==> src/rtl/hit_judge_if.sv <==
// Judge-side bundle: note/fret/strum inputs and the judgement, LED and streak outputs.
// The judge uses the slave modport; the stimulus side uses the master modport.
interface hit_judge_if #(
  parameter int unsigned LANES    = 4,
  parameter int unsigned STREAK_W = 8
);
  logic [LANES-1:0]    note_arrive;
  logic [LANES-1:0]    fret;
  logic                strum;
  logic                note_hit;
  logic                note_miss;
  logic [LANES-1:0]    lane_armed;
  logic [STREAK_W-1:0] streak;

  modport master (
    output note_arrive, fret, strum,
    input  note_hit, note_miss, lane_armed, streak
  );

  modport slave (
    input  note_arrive, fret, strum,
    output note_hit, note_miss, lane_armed, streak
  );
endinterface

==> src/rtl/hit_judge.sv <==
// Per-lane hit-window judge producing note_hit/note_miss pulses, armed LEDs and a streak.
// Optional overstrum miss is enabled by defining HIT_JUDGE_OVERSTRUM_EN.
module hit_judge #(
  parameter int unsigned LANES    = 4,
  parameter int unsigned WINDOW   = 2500000,
  parameter int unsigned CNT_W    = 22,
  parameter int unsigned STREAK_W = 8
) (
  input  logic       clk,
  input  logic       reset_n,
  hit_judge_if.slave bus
);

  typedef enum logic {
    IDLE  = 1'b0,
    ARMED = 1'b1
  } lane_state_t;

  localparam logic [CNT_W-1:0]    RELOAD     = CNT_W'(WINDOW - 1);
  localparam logic [STREAK_W-1:0] STREAK_MAX = '1;

  logic                strum_d;
  logic                note_hit_q;
  logic                note_miss_q;
  logic [LANES-1:0]    lane_armed_q;
  logic [STREAK_W-1:0] streak_q;

  logic             strum_rise_c;
  logic             any_armed_c;
  logic             resolve_c;
  logic             chord_ok_c;
  logic             hit_evt_c;
  logic             miss_evt_c;
  logic             overstrum_c;
  logic [LANES-1:0] armed_vec_c;
  logic [LANES-1:0] armed_next_c;
  logic [LANES-1:0] lane_miss_c;

  // Strum edge and chord resolution shared by all lanes
  assign strum_rise_c = bus.strum & ~strum_d;
  assign any_armed_c  = |armed_vec_c;
  assign resolve_c    = strum_rise_c & any_armed_c;
  assign chord_ok_c   = &(bus.fret | ~armed_vec_c);
  assign hit_evt_c    = resolve_c & chord_ok_c;

`ifdef HIT_JUDGE_OVERSTRUM_EN
  assign overstrum_c = strum_rise_c & ~any_armed_c;
`else
  assign overstrum_c = 1'b0;
`endif

  assign miss_evt_c = (resolve_c & ~chord_ok_c) | (|lane_miss_c) | overstrum_c;

  for (genvar g = 0; g < LANES; g++) begin : g_lane
    lane_state_t      state_q;
    lane_state_t      state_d;
    logic [CNT_W-1:0] cnt_q;
    logic [CNT_W-1:0] cnt_d;
    logic             miss_c;

    always_ff @(posedge clk or posedge reset_n) begin
      if (reset_n) begin
        state_q <= IDLE;
        cnt_q   <= '0;
      end else begin
        state_q <= state_d;
        cnt_q   <= cnt_d;
      end
    end

    // A strum resolves before a same-cycle arrival re-arms the lane
    always_comb begin
      state_d = state_q;
      cnt_d   = cnt_q;
      miss_c  = 1'b0;
      case (state_q)
        IDLE: begin
          if (bus.note_arrive[g]) begin
            state_d = ARMED;
            cnt_d   = RELOAD;
          end
        end
        ARMED: begin
          if (resolve_c) begin
            state_d = IDLE;
            if (bus.note_arrive[g]) begin
              state_d = ARMED;
              cnt_d   = RELOAD;
            end
          end else if (bus.note_arrive[g]) begin
            miss_c = 1'b1;
            cnt_d  = RELOAD;
          end else if (cnt_q == '0) begin
            miss_c  = 1'b1;
            state_d = IDLE;
          end else begin
            cnt_d = cnt_q - CNT_W'(1);
          end
        end
        default: state_d = IDLE;
      endcase
    end

    assign armed_vec_c[g]  = (state_q == ARMED);
    assign armed_next_c[g] = (state_d == ARMED);
    assign lane_miss_c[g]  = miss_c;
  end

  // Registered judgement pulses, LEDs and saturating streak
  always_ff @(posedge clk or posedge reset_n) begin
    if (reset_n) begin
      strum_d      <= 1'b0;
      note_hit_q   <= 1'b0;
      note_miss_q  <= 1'b0;
      lane_armed_q <= '0;
      streak_q     <= '0;
    end else begin
      strum_d      <= bus.strum;
      note_hit_q   <= hit_evt_c;
      note_miss_q  <= miss_evt_c;
      lane_armed_q <= armed_next_c;
      if (miss_evt_c) begin
        streak_q <= '0;
      end else if (hit_evt_c && (streak_q != STREAK_MAX)) begin
        streak_q <= streak_q + STREAK_W'(1);
      end
    end
  end

  assign bus.note_hit   = note_hit_q;
  assign bus.note_miss  = note_miss_q;
  assign bus.lane_armed = lane_armed_q;
  assign bus.streak     = streak_q;

endmodule

==> src/flat_wrapper.sv <==
// flat-port wrapper written by rule: the top's interface ports become plain ports
module hit_judge_flat 
#(
  parameter int unsigned LANES    = 4,
  parameter int unsigned WINDOW   = 2500000,
  parameter int unsigned CNT_W    = 22,
  parameter int unsigned STREAK_W = 8
)
  (clk, reset_n, bus_note_arrive, bus_fret, bus_strum, bus_note_hit, bus_note_miss, bus_lane_armed, bus_streak);
  hit_judge_if #(.LANES(LANES), .STREAK_W(STREAK_W)) bus_i ();
  input  logic clk;
  input  logic reset_n;
  input wire logic [$bits(bus_i.note_arrive)-1:0] bus_note_arrive;
  input wire logic [$bits(bus_i.fret)-1:0] bus_fret;
  input wire logic [$bits(bus_i.strum)-1:0] bus_strum;
  output wire logic [$bits(bus_i.note_hit)-1:0] bus_note_hit;
  output wire logic [$bits(bus_i.note_miss)-1:0] bus_note_miss;
  output wire logic [$bits(bus_i.lane_armed)-1:0] bus_lane_armed;
  output wire logic [$bits(bus_i.streak)-1:0] bus_streak;
  assign bus_i.note_arrive = bus_note_arrive;
  assign bus_i.fret = bus_fret;
  assign bus_i.strum = bus_strum;
  assign bus_note_hit = bus_i.note_hit;
  assign bus_note_miss = bus_i.note_miss;
  assign bus_lane_armed = bus_i.lane_armed;
  assign bus_streak = bus_i.streak;
  hit_judge #(.LANES(LANES), .WINDOW(WINDOW), .CNT_W(CNT_W), .STREAK_W(STREAK_W)) u_core (.clk(clk), .reset_n(reset_n), .bus(bus_i));
endmodule
==> config.mk <==
export PLATFORM = sky130hd
export DESIGN_NAME = hit_judge_flat
export DESIGN_NICKNAME = d
export VERILOG_FILES = /design/src/rtl/hit_judge_if.sv /design/src/rtl/hit_judge.sv /design/src/flat_wrapper.sv
export SDC_FILE = /design/constraint.sdc
export NUM_CORES = 1
export LEC_CHECK = 0
export CAP_MARGIN = 0
export CELL_PAD_IN_SITES_DETAIL_PLACEMENT = 1
export CELL_PAD_IN_SITES_GLOBAL_PLACEMENT = 1
export CORE_ASPECT_RATIO = 0.9
export CORE_MARGIN = 4
export CORE_UTILIZATION = 43
export CTS_CLUSTER_DIAMETER = 100
export DETAILED_ROUTE_END_ITERATION = 8
export PLACE_DENSITY = 0.88
export SLEW_MARGIN = 30
export SYNTH_ARGS = -nofsm -noshare
export SYNTH_HDL_FRONTEND = slang
export SYNTH_SLANG_ARGS = --single-unit
==> constraint.sdc <==
create_clock -name clk -period 3.2 [get_ports clk]
set_input_delay 0.64 -clock clk [delete_from_list [all_inputs] [get_ports clk]]
set_output_delay 0.64 -clock clk [all_outputs]
set_load 0.05 [all_outputs]
==> impl_metrics.toml, run 1 <==
[run_status]
outcome = "completed"

[yosys]
synth_top_area_cell = "dfrtp_1"
synth-simple-area-share_pct = 31.1
synth_edf_count = 0
synth_cell_types = 55
yosys_warnings = 0
syn_avg_cell_area_sq_um = 9.79
synth_compound_area_share_pct = 5.73
synthMuxAreaShare_pct = 0.365
synth_flop_cell = "dfrtp_1"
syn-num-nets = 577
syn_inst = 560
netlist_area_sq_um = 5480
synth_xor_area_share_pct = 12.0
synth_top_family_by_area = "simple AND/OR/NAND/NOR gates"
synthTopCellsByArea = "dfrtp_1 47%, xnor2_1 6.7%, nor2_1 5.5%"
synth_top_area_share_pct = 47.0
ys_async_sr_fraction_pct = 100
synthAdderAreaFrac_pct = 1.37
seq_area_frac_synth_pct = 47.0
synth-seq-cells = 103

[floorplan]
die_y_um = 115
initial_utilization_pct = 44.7
die_area_sq_um = 14600
io_pins = 25
rows = 38
fp.dieW_um = 127
core_area_sq_um = 12300

[clocking]
cts_tree = "done"
path_clk_slew_ns = 0.07
post-cts-setup-buffers = 0
clock-sinks = 103
holdBufCountCts = 0
cts_root_buf = "clkbuf_16"
clock_latency_ns = 0.35
numCtsBuffers = 9
cts.htree.levels = 3
clockBufferDepth = 2
post_cts_resized = 0

[timing]
relSlewSlack_pct = 47.2
fin_worst_skew_ns = 0.00920
finalSetupViolations = 0
rsz0062_at_grt = "false"
tightest_slew_ns = 0.788
period_minus_slack_ns = 2.72
slew_violations = 0
setup_ws_ns = 0.484
max_freq_mhz = 368
finalCritPeriodShare_pct = 84.9
setup-tns-final_ns = 0
hold_viol = 0

[grt]
grt_max_degree = 82
grtUsageTotal_pct = 19.9
grt_pass1_wl_mm = 23.9
grt_pass1_vias = 4753
grt-ovfl-total = 0
antenna_found_initial = 0

[detailed_routing]
dr.pass1.iters = 4
drc = 0
via_count = 4270
viasPerCell = 5.66
drt-total-wl_mm = 13.5
wl_per_cell_um = 18.0
ant_nets = 0
drtIter0Drc = 243

[setup_path]
crit_path_start_kind = "register"
crit_required_ns = 3.40
worstSetupEndpointType = "register"
critPathKind = "reg -> reg"
cp_data_arrival_time_ns = 2.92
cp_max_fo = 9

[power]
power.density_nw_per_um2 = 419
p_sw_share_pct = 25.1
pwr-share-clk_pct = 40.3
p_leak_nw = 2.28
seq_power_share_pct = 51.9
switchingPower_uw = 654
intPower_mw = 1.95
p_total_mw = 2.60
pwr-share-comb_pct = 7.8
peakVddDrop_v = 0.000263

[finish]
drive_above_1_share_pct = 7.41
layoutNonFillerInstCount = 754
final_nets = 606
areaGrowthSynthToFinish_pct = 13.3
antenna_cells = 0

[placed_design]
dpl.hpwl_mm = 9.41
port_buffers = 24
gp_congestion = 0.856
dp_slack_ns = 0.464
dp.cells = 738

[run]
maxCapViolations = 0

[hold_path]
holdCritPathClass = "reg -> reg"
[area by class of cell]
cell class / instances / area [sq um]
fill: 1393 / 6060
multi-input combinational: 427 / 2770
sequential: 103 / 2580
timing repair buffer: 34 / 328
clock buffer: 11 / 243
tap: 160 / 200
inverter: 14 / 56.3
clock inverter: 5 / 32.5
[through the flow]
stage                     instance area (sq um)  util (%)  hold WS (ns)
after detailed placement                   5930      48.4         0.508
after floorplan                            5490         -         0.479
final                                      6210      50.6         0.528
after global placement                     5930      48.4         0.497
after global routing                       6210      50.6         0.554
after CTS                                  6210      50.6         0.530
[cell usage after synthesis, types with 2 or more instances]
master    instances
a21oi_1          12
nor4b_2           2
nand3_1          18
and3_1            7
nor4b_1           3
nor3_2            2
dfrtp_1         103
a31oi_1           2
a22oi_1           2
o21ai_0           8
a21boi_0          2
and4_1            2
nor3b_1           5
nor4_1           23
buf_4             5
nand2_1          25
o41ai_1           2
xnor2_1          42
a211o_1           4
nand4_1           9
nor2_1           81
or2_2             2
or4_4             2
xor2_1           33
clkbuf_1          9
inv_1            14
nand3b_1          6
nand2b_1         47
and2_1            2
or3_1            16
nor3_1           27
nand4b_1          5
ha_1              6
or4_1             8
mux2i_1           2
or3b_1            3
[registers in the layout, indices dropped and copies added (netlist names)]
register / count
u_core.bus.streak: 8
u_core.bus.note_miss: 1
u_core.bus.note_hit: 1
u_core.g_lane.state_q: 1
u_core.strum_d: 1
u_core.g_lane.cnt_q: 88
u_core.bus.lane_armed: 3
[critical path, cell delays in order, from the launching register on]
cell      delay [ns]
dfrtp_1         0.44
or4_4           0.57
or4_1           0.70
nor4_1          0.42
nor2_1          0.10
o211ai_2        0.21
nor2_1          0.13
[final timing paths]
path,from,to,slack [ns],cells after the start
worst max register to register,u_core.g_lane[2].cnt_q[11],u_core.bus.streak[2],0.48,6
worst min register to register,u_core.g_lane[0].cnt_q[10],u_core.g_lane[0].cnt_q[10],0.53,2
worst max-delay path,u_core.g_lane[2].cnt_q[11],u_core.bus.streak[2],0.48,6
max in group asynchronous,reset_n,u_core.g_lane[2].cnt_q[21],1.72,3
worst min-delay path,u_core.g_lane[0].cnt_q[10],u_core.g_lane[0].cnt_q[10],0.53,2
min in group asynchronous,reset_n,u_core.g_lane[3].cnt_q[21],0.69,2
[power by group through the flow]
stage	sequential [mW]	clock [mW]	combinational, mW
2_1_floorplan	1.37	0	0.131
3_3_place_gp	1.37	0	0.193
3_5_place_dp	1.38	0	0.204
4_1_cts	1.35	1.07	0.207
5_1_grt	1.35	1.13	0.227
6_report	1.35	1.05	0.202
[cells by family after synthesis]
kind of cell             Yosys count
AO/OA/AOI/OAI                     42
AND/OR/NAND/NOR                  302
buffers and inverters             30
adder cells (fa/ha/maj)            6
XOR/XNOR                          75
flip-flops                       103
multiplexers                       2
[layout by cell type, fill, tap and decap left out, drive strengths merged, types with 7 or more instances in the layout]
cell type / synthesis / layout
clkbuf: 9 / 11
or4: 10 / 10
xnor2: 42 / 42
inv: 14 / 14
nor2: 81 / 81
and3: 7 / 7
nand2: 25 / 25
nor4: 24 / 24
clkdlybuf4s50: 0 / 24
xor2: 33 / 33
or3: 17 / 17
nand3: 18 / 18
nand4: 10 / 10
nor3: 30 / 30
buf: 7 / 10
nand2b: 47 / 47
o21ai: 8 / 8
dfrtp: 103 / 103
a21oi: 12 / 12
[per-layer routing]
layer	vias up	part of all wire [%]	global-route usage [%]
met1	2183	43	24.6
li1	2015	-	-
met4	0	1.4	5.86
met3	14	2.6	3.58
met2	58	53	35.7
met5	-	0	0
No activity file was read; power rests on OpenSTA's default activity.
==> run 2, diff against run 1 <==
- clock period: 3.2 -> 2.21 ns (I/O delays scaled with it)
==> impl_metrics.toml, run 2 (synthesis gave the netlist of run 1 again) <==
[finish]
areaGrowthSynthToFinish_pct = 36.7
layout_commonest_cell = "dfrtp_1"
final_nets = 692
drive_above_1_share_pct = 30.5
layoutNonFillerInstCount = 839
largest_reg_flops = 88
layout_common_cells = "103 x dfrtp_1, 80 x buf_4, 69 x nor2_1"
postLayoutCellArea_sq_um = 7500
final_util_pct = 61.1
antenna_cells = 0
largest-register = "u_core.g_lane.cnt_q"

[clocking]
cts_tree = "done"
clock-sinks = 103
clockBufferDepth = 2
clock_latency_ns = 0.37
cts.htree.levels = 3
path_clk_slew_ns = 0.08
holdBufCountCts = 0
numCtsBuffers = 9
cts_root_buf = "clkbuf_16"

[power]
p_leak_nw = 2.95
p_total_mw = 4.18
peakVddDrop_v = 0.000439
power.density_nw_per_um2 = 558

[setup_path]
crit_path_start_kind = "register"
reg2reg_depth = 11
cp-startpoint = "u_core.g_lane[3].cnt_q[1]"
r2r_end = "u_core.g_lane[3].state_q"
cp_max_fo = 4
regToRegSetupSlack_ns = -0.29
worstSetupEndpointType = "register"
crit_required_ns = 2.45
critPathKind = "reg -> reg"
cp_data_arrival_time_ns = 2.74
r2r_start = "u_core.g_lane[3].cnt_q[1]"

[run_status]
outcome = "finished with violations"
violations = "negative setup slack"

[detailed_routing]
wl_per_cell_um = 24.8
via_count = 5097
ant_nets = 0
viasPerCell = 6.08
drtIter0Drc = 380
drc = 0
dr.pass1.iters = 7
drt-total-wl_mm = 20.8

[placed_design]
gp_congestion = 0.871
dpl.hpwl_mm = 10.5
dp.cells = 802
port_buffers = 24
placed_cell_area_sq_um = 6420
dp_slack_ns = -0.301

[timing]
finalCritPeriodShare_pct = 113
max_freq_mhz = 400
fin_worst_skew_ns = 0.0141
relSlewSlack_pct = 56.5
period_minus_slack_ns = 2.50
rsz0062_at_grt = "true"
slew_violations = 0
finalSetupViolations = 50
setup_ws_ns = -0.290
tightest_slew_ns = 0.652
hold_viol = 0

[grt]
grt_pass1_vias = 5426
grt_max_degree = 104
grt_pass1_wl_mm = 29.1
grt-ovfl-total = 0
grtUsageTotal_pct = 25.1
antenna_found_initial = 0

[floorplan]
fp.dieW_um = 127
core_area_sq_um = 12300
rows = 38
die_area_sq_um = 14600
die_y_um = 115
io_pins = 25
initial_utilization_pct = 44.7

[run]
maxCapViolations = 0

[hold_path]
holdCritPathClass = "in -> async"
## run 2: worst max-delay path, cell delays in order (launching register included)
cell	delay, ns
dfrtp_1	0.41
inv_1	0.08
ha_2	0.20
nor4b_4	0.28
nand4_1	0.25
buf_6	0.21
buf_4	0.16
o31ai_4	0.29
buf_4	0.17
buf_6	0.11
buf_4	0.12
nand2b_1	0.10
## run 2: layer usage
metal,part of all wire [%],vias up,wire (um),GRT usage (%)
met5,0,-,0,0
met4,5.0,0,1040,9.86
met3,4.5,87,926,5.62
met2,53,243,10900,45.7
met1,38,2580,7890,28.7
li1,-,2187,-,-
## run 2: area by class of cell
type                            count  area, sq um
Fill cell                        1314         4770
Multi-Input combinational cell    428         3320
Sequential cell                   103         2580
Timing Repair Buffer              119         1020
Clock buffer                       11          243
Tap cell                          160          200
Clock inverter                      4         70.1
Inverter                           14         56.3
## run 2: worst max-delay path by stage
| stage | end | slack, ns | cells after the start |
|---|---|---|---|
| global placement | u_core.bus.streak[4] | -0.16 | 8 |
| global route | u_core.g_lane[3].cnt_q[2] | -0.31 | 11 |
| floorplan | u_core.g_lane[3].cnt_q[21] | -0.17 | 7 |
| CTS | u_core.g_lane[2].cnt_q[14] | -0.11 | 6 |
| finish | u_core.g_lane[3].state_q | -0.29 | 11 |
| detailed placement | u_core.bus.streak[7] | -0.30 | 8 |
## run 2: report_power, final
group,internal (mW),switching (mW)
clock,1.02,0.762
sequential,1.92,0.0358
combinational,0.174,0.277
total,3.11,1.07
## run 2: through the flow
stage          hold WS, ns  setup TNS [ns]
2_1_floorplan        0.473          -0.256
3_3_place_gp         0.498           -2.84
3_5_place_dp         0.527           -8.68
4_1_cts              0.546           -2.31
5_1_grt              0.567           -9.65
6_report             0.545           -5.40
## run 2: timing repair
action	4_1_cts	5_1_grt
resized for setup	47	72
endpoints found under the setup margin	55	89
gates cloned	0	1
pin swaps	21	47
setup buffers	9	12
==> run 3, diff against run 2 <==
- CORE_UTILIZATION: 43 -> 48
- PLACE_DENSITY: 0.88 -> 0.92
- clock period: 2.21 -> 2.7 ns (I/O delays scaled with it)
==> impl_metrics.toml, run 3 (synthesis gave the netlist of run 1 again) <==
[run_status]
outcome = "completed"

[floorplan]
die_y_um = 109
io_pins = 25
die_area_sq_um = 13200
core_area_sq_um = 11000
fp.dieW_um = 121
rows = 36
initial_utilization_pct = 49.9

[setup_path]
cp-startpoint = "u_core.g_lane[2].cnt_q[11]"
worstSetupEndpointType = "register"
reg2reg_depth = 6
endpoint = "u_core.bus.streak[3]"
regToRegSetupSlack_ns = 0.19
crit_required_ns = 2.91
r2r_start = "u_core.g_lane[2].cnt_q[11]"
cp_max_fo = 9
cp_data_arrival_time_ns = 2.72
crit_path_start_kind = "register"
critPathKind = "reg -> reg"
r2r_end = "u_core.bus.streak[3]"

[timing]
max_freq_mhz = 399
hold_viol = 0
tightest_slew_ns = 0.653
hold_slack_ns = 0.527
period_minus_slack_ns = 2.51
rsz0062_at_grt = "false"
relSlewSlack_pct = 55.9
finalSetupViolations = 0
slew_violations = 0
fin_worst_skew_ns = 0.00699
finalCritPeriodShare_pct = 92.9
setup-tns-final_ns = 0

[grt]
grt_pass1_wl_mm = 23.9
grt_max_degree = 104
antenna_found_initial = 0
grtUsageTotal_pct = 22.6
grt_pass1_vias = 4804
grt-ovfl-total = 0

[finish]
areaGrowthSynthToFinish_pct = 15.7
final_nets = 618
largest-register = "u_core.g_lane.cnt_q"
drive_above_1_share_pct = 9.57
layout_commonest_cell = "dfrtp_1"
largest_reg_flops = 88
antenna_cells = 0
layout_common_cells = "103 x dfrtp_1, 81 x nor2_1, 47 x nand2b_1"

[placed_design]
gp_congestion = 0.875
dpl.hpwl_mm = 9.37
port_buffers = 24

[clocking]
clockBufferDepth = 2
holdBufCountCts = 0
cts_root_buf = "clkbuf_16"
numCtsBuffers = 9
path_clk_slew_ns = 0.07
cts.htree.levels = 3
cts_tree = "done"
clock_latency_ns = 0.35
clock-sinks = 103

[hold_path]
holdCritPathClass = "reg -> reg"

[run]
maxCapViolations = 0

[detailed_routing]
viasPerCell = 5.74
via_count = 4348
drt-total-wl_mm = 13.9
drc = 0
wl_per_cell_um = 18.3
drtIter0Drc = 315
ant_nets = 0
dr.pass1.iters = 4

[power]
p_leak_nw = 2.38
peakVddDrop_v = 0.000307
power.density_nw_per_um2 = 509
## run 3: cell types whose count changed in the layout (fill, tap and decap cells not counted), moves of 5 or more
cell     before  now
buf_4        80   21
buf_6        14    0
nor2_1       69   81
nor4_1       11   23
nor3_1       17   27
nor4_2       10    1
nor2_2        8    0
nor3_2        9    2
nand3_1      13   18
## run 3: area by class of cell
class,count,area (sq um)
Inverter,14,56.3
Tap cell,152,190
Fill cell,1256,4650
Sequential cell,103,2580
Multi-Input combinational cell,427,2790
Clock buffer,13,270
Clock inverter,3,40.0
Timing Repair Buffer,46,418
## run 3: worst max-delay path, cell delays in order, from the launching register on
cell and delay, ns:
dfrtp_1 0.43, or4_4 0.58, or4_4 0.59, nor4_1 0.31
nor2_1 0.12, o211ai_2 0.21, nor2_1 0.12
## run 3: worst min-delay path by stage
stage                     depth (start not counted)                    endpoint                  startpoint
after floorplan                                   2   u_core.g_lane[1].cnt_q[4]   u_core.g_lane[1].cnt_q[4]
after global placement                            2   u_core.g_lane[0].cnt_q[7]   u_core.g_lane[0].cnt_q[7]
after detailed placement                          2  u_core.g_lane[0].cnt_q[10]  u_core.g_lane[0].cnt_q[10]
after CTS                                         2  u_core.g_lane[0].cnt_q[10]  u_core.g_lane[0].cnt_q[10]
after global routing                              2   u_core.g_lane[1].cnt_q[4]   u_core.g_lane[1].cnt_q[4]
final                                             2   u_core.g_lane[1].cnt_q[4]   u_core.g_lane[1].cnt_q[4]
## run 3: per-stage QoR
| stage | setup slack [ns] | power [mW] | instances | area [sq um] | utilization [%] |
|---|---|---|---|---|---|
| after floorplan | 0.317 | 1.78 | 560 | 5490 | - |
| after global placement | 0.157 | 1.86 | 740 | 6000 | 54.6 |
| after detailed placement | 0.0228 | 1.87 | 740 | 6000 | 54.6 |
| after CTS | 0.0238 | 3.25 | 756 | 6320 | 57.5 |
| after global routing | 0.0176 | 3.34 | 758 | 6340 | 57.7 |
| final | 0.193 | 3.23 | 758 | 6340 | 57.7 |
## run 3: what timing repair did
action,4_1_cts,5_1_grt
pin swaps,0,1
buffers inserted,0,2
endpoints found under the setup margin,1,28
resized for setup,1,3
## run 3: metal layers
metal	vias up	part of all wire, %	global-route usage [%]	routed length, um
met1	2224	44	27.9	6030
met4	0	2.1	8.25	286
met5	-	0	0	0
met2	65	52	39.9	7190
met3	21	2.6	4.27	354
li1	2038	-	-	-
## run 3: where the power goes
group	internal (mW)	switching, mW
clock	0.793	0.587
sequential	1.57	0.0357
combinational	0.0921	0.151
total	2.45	0.773
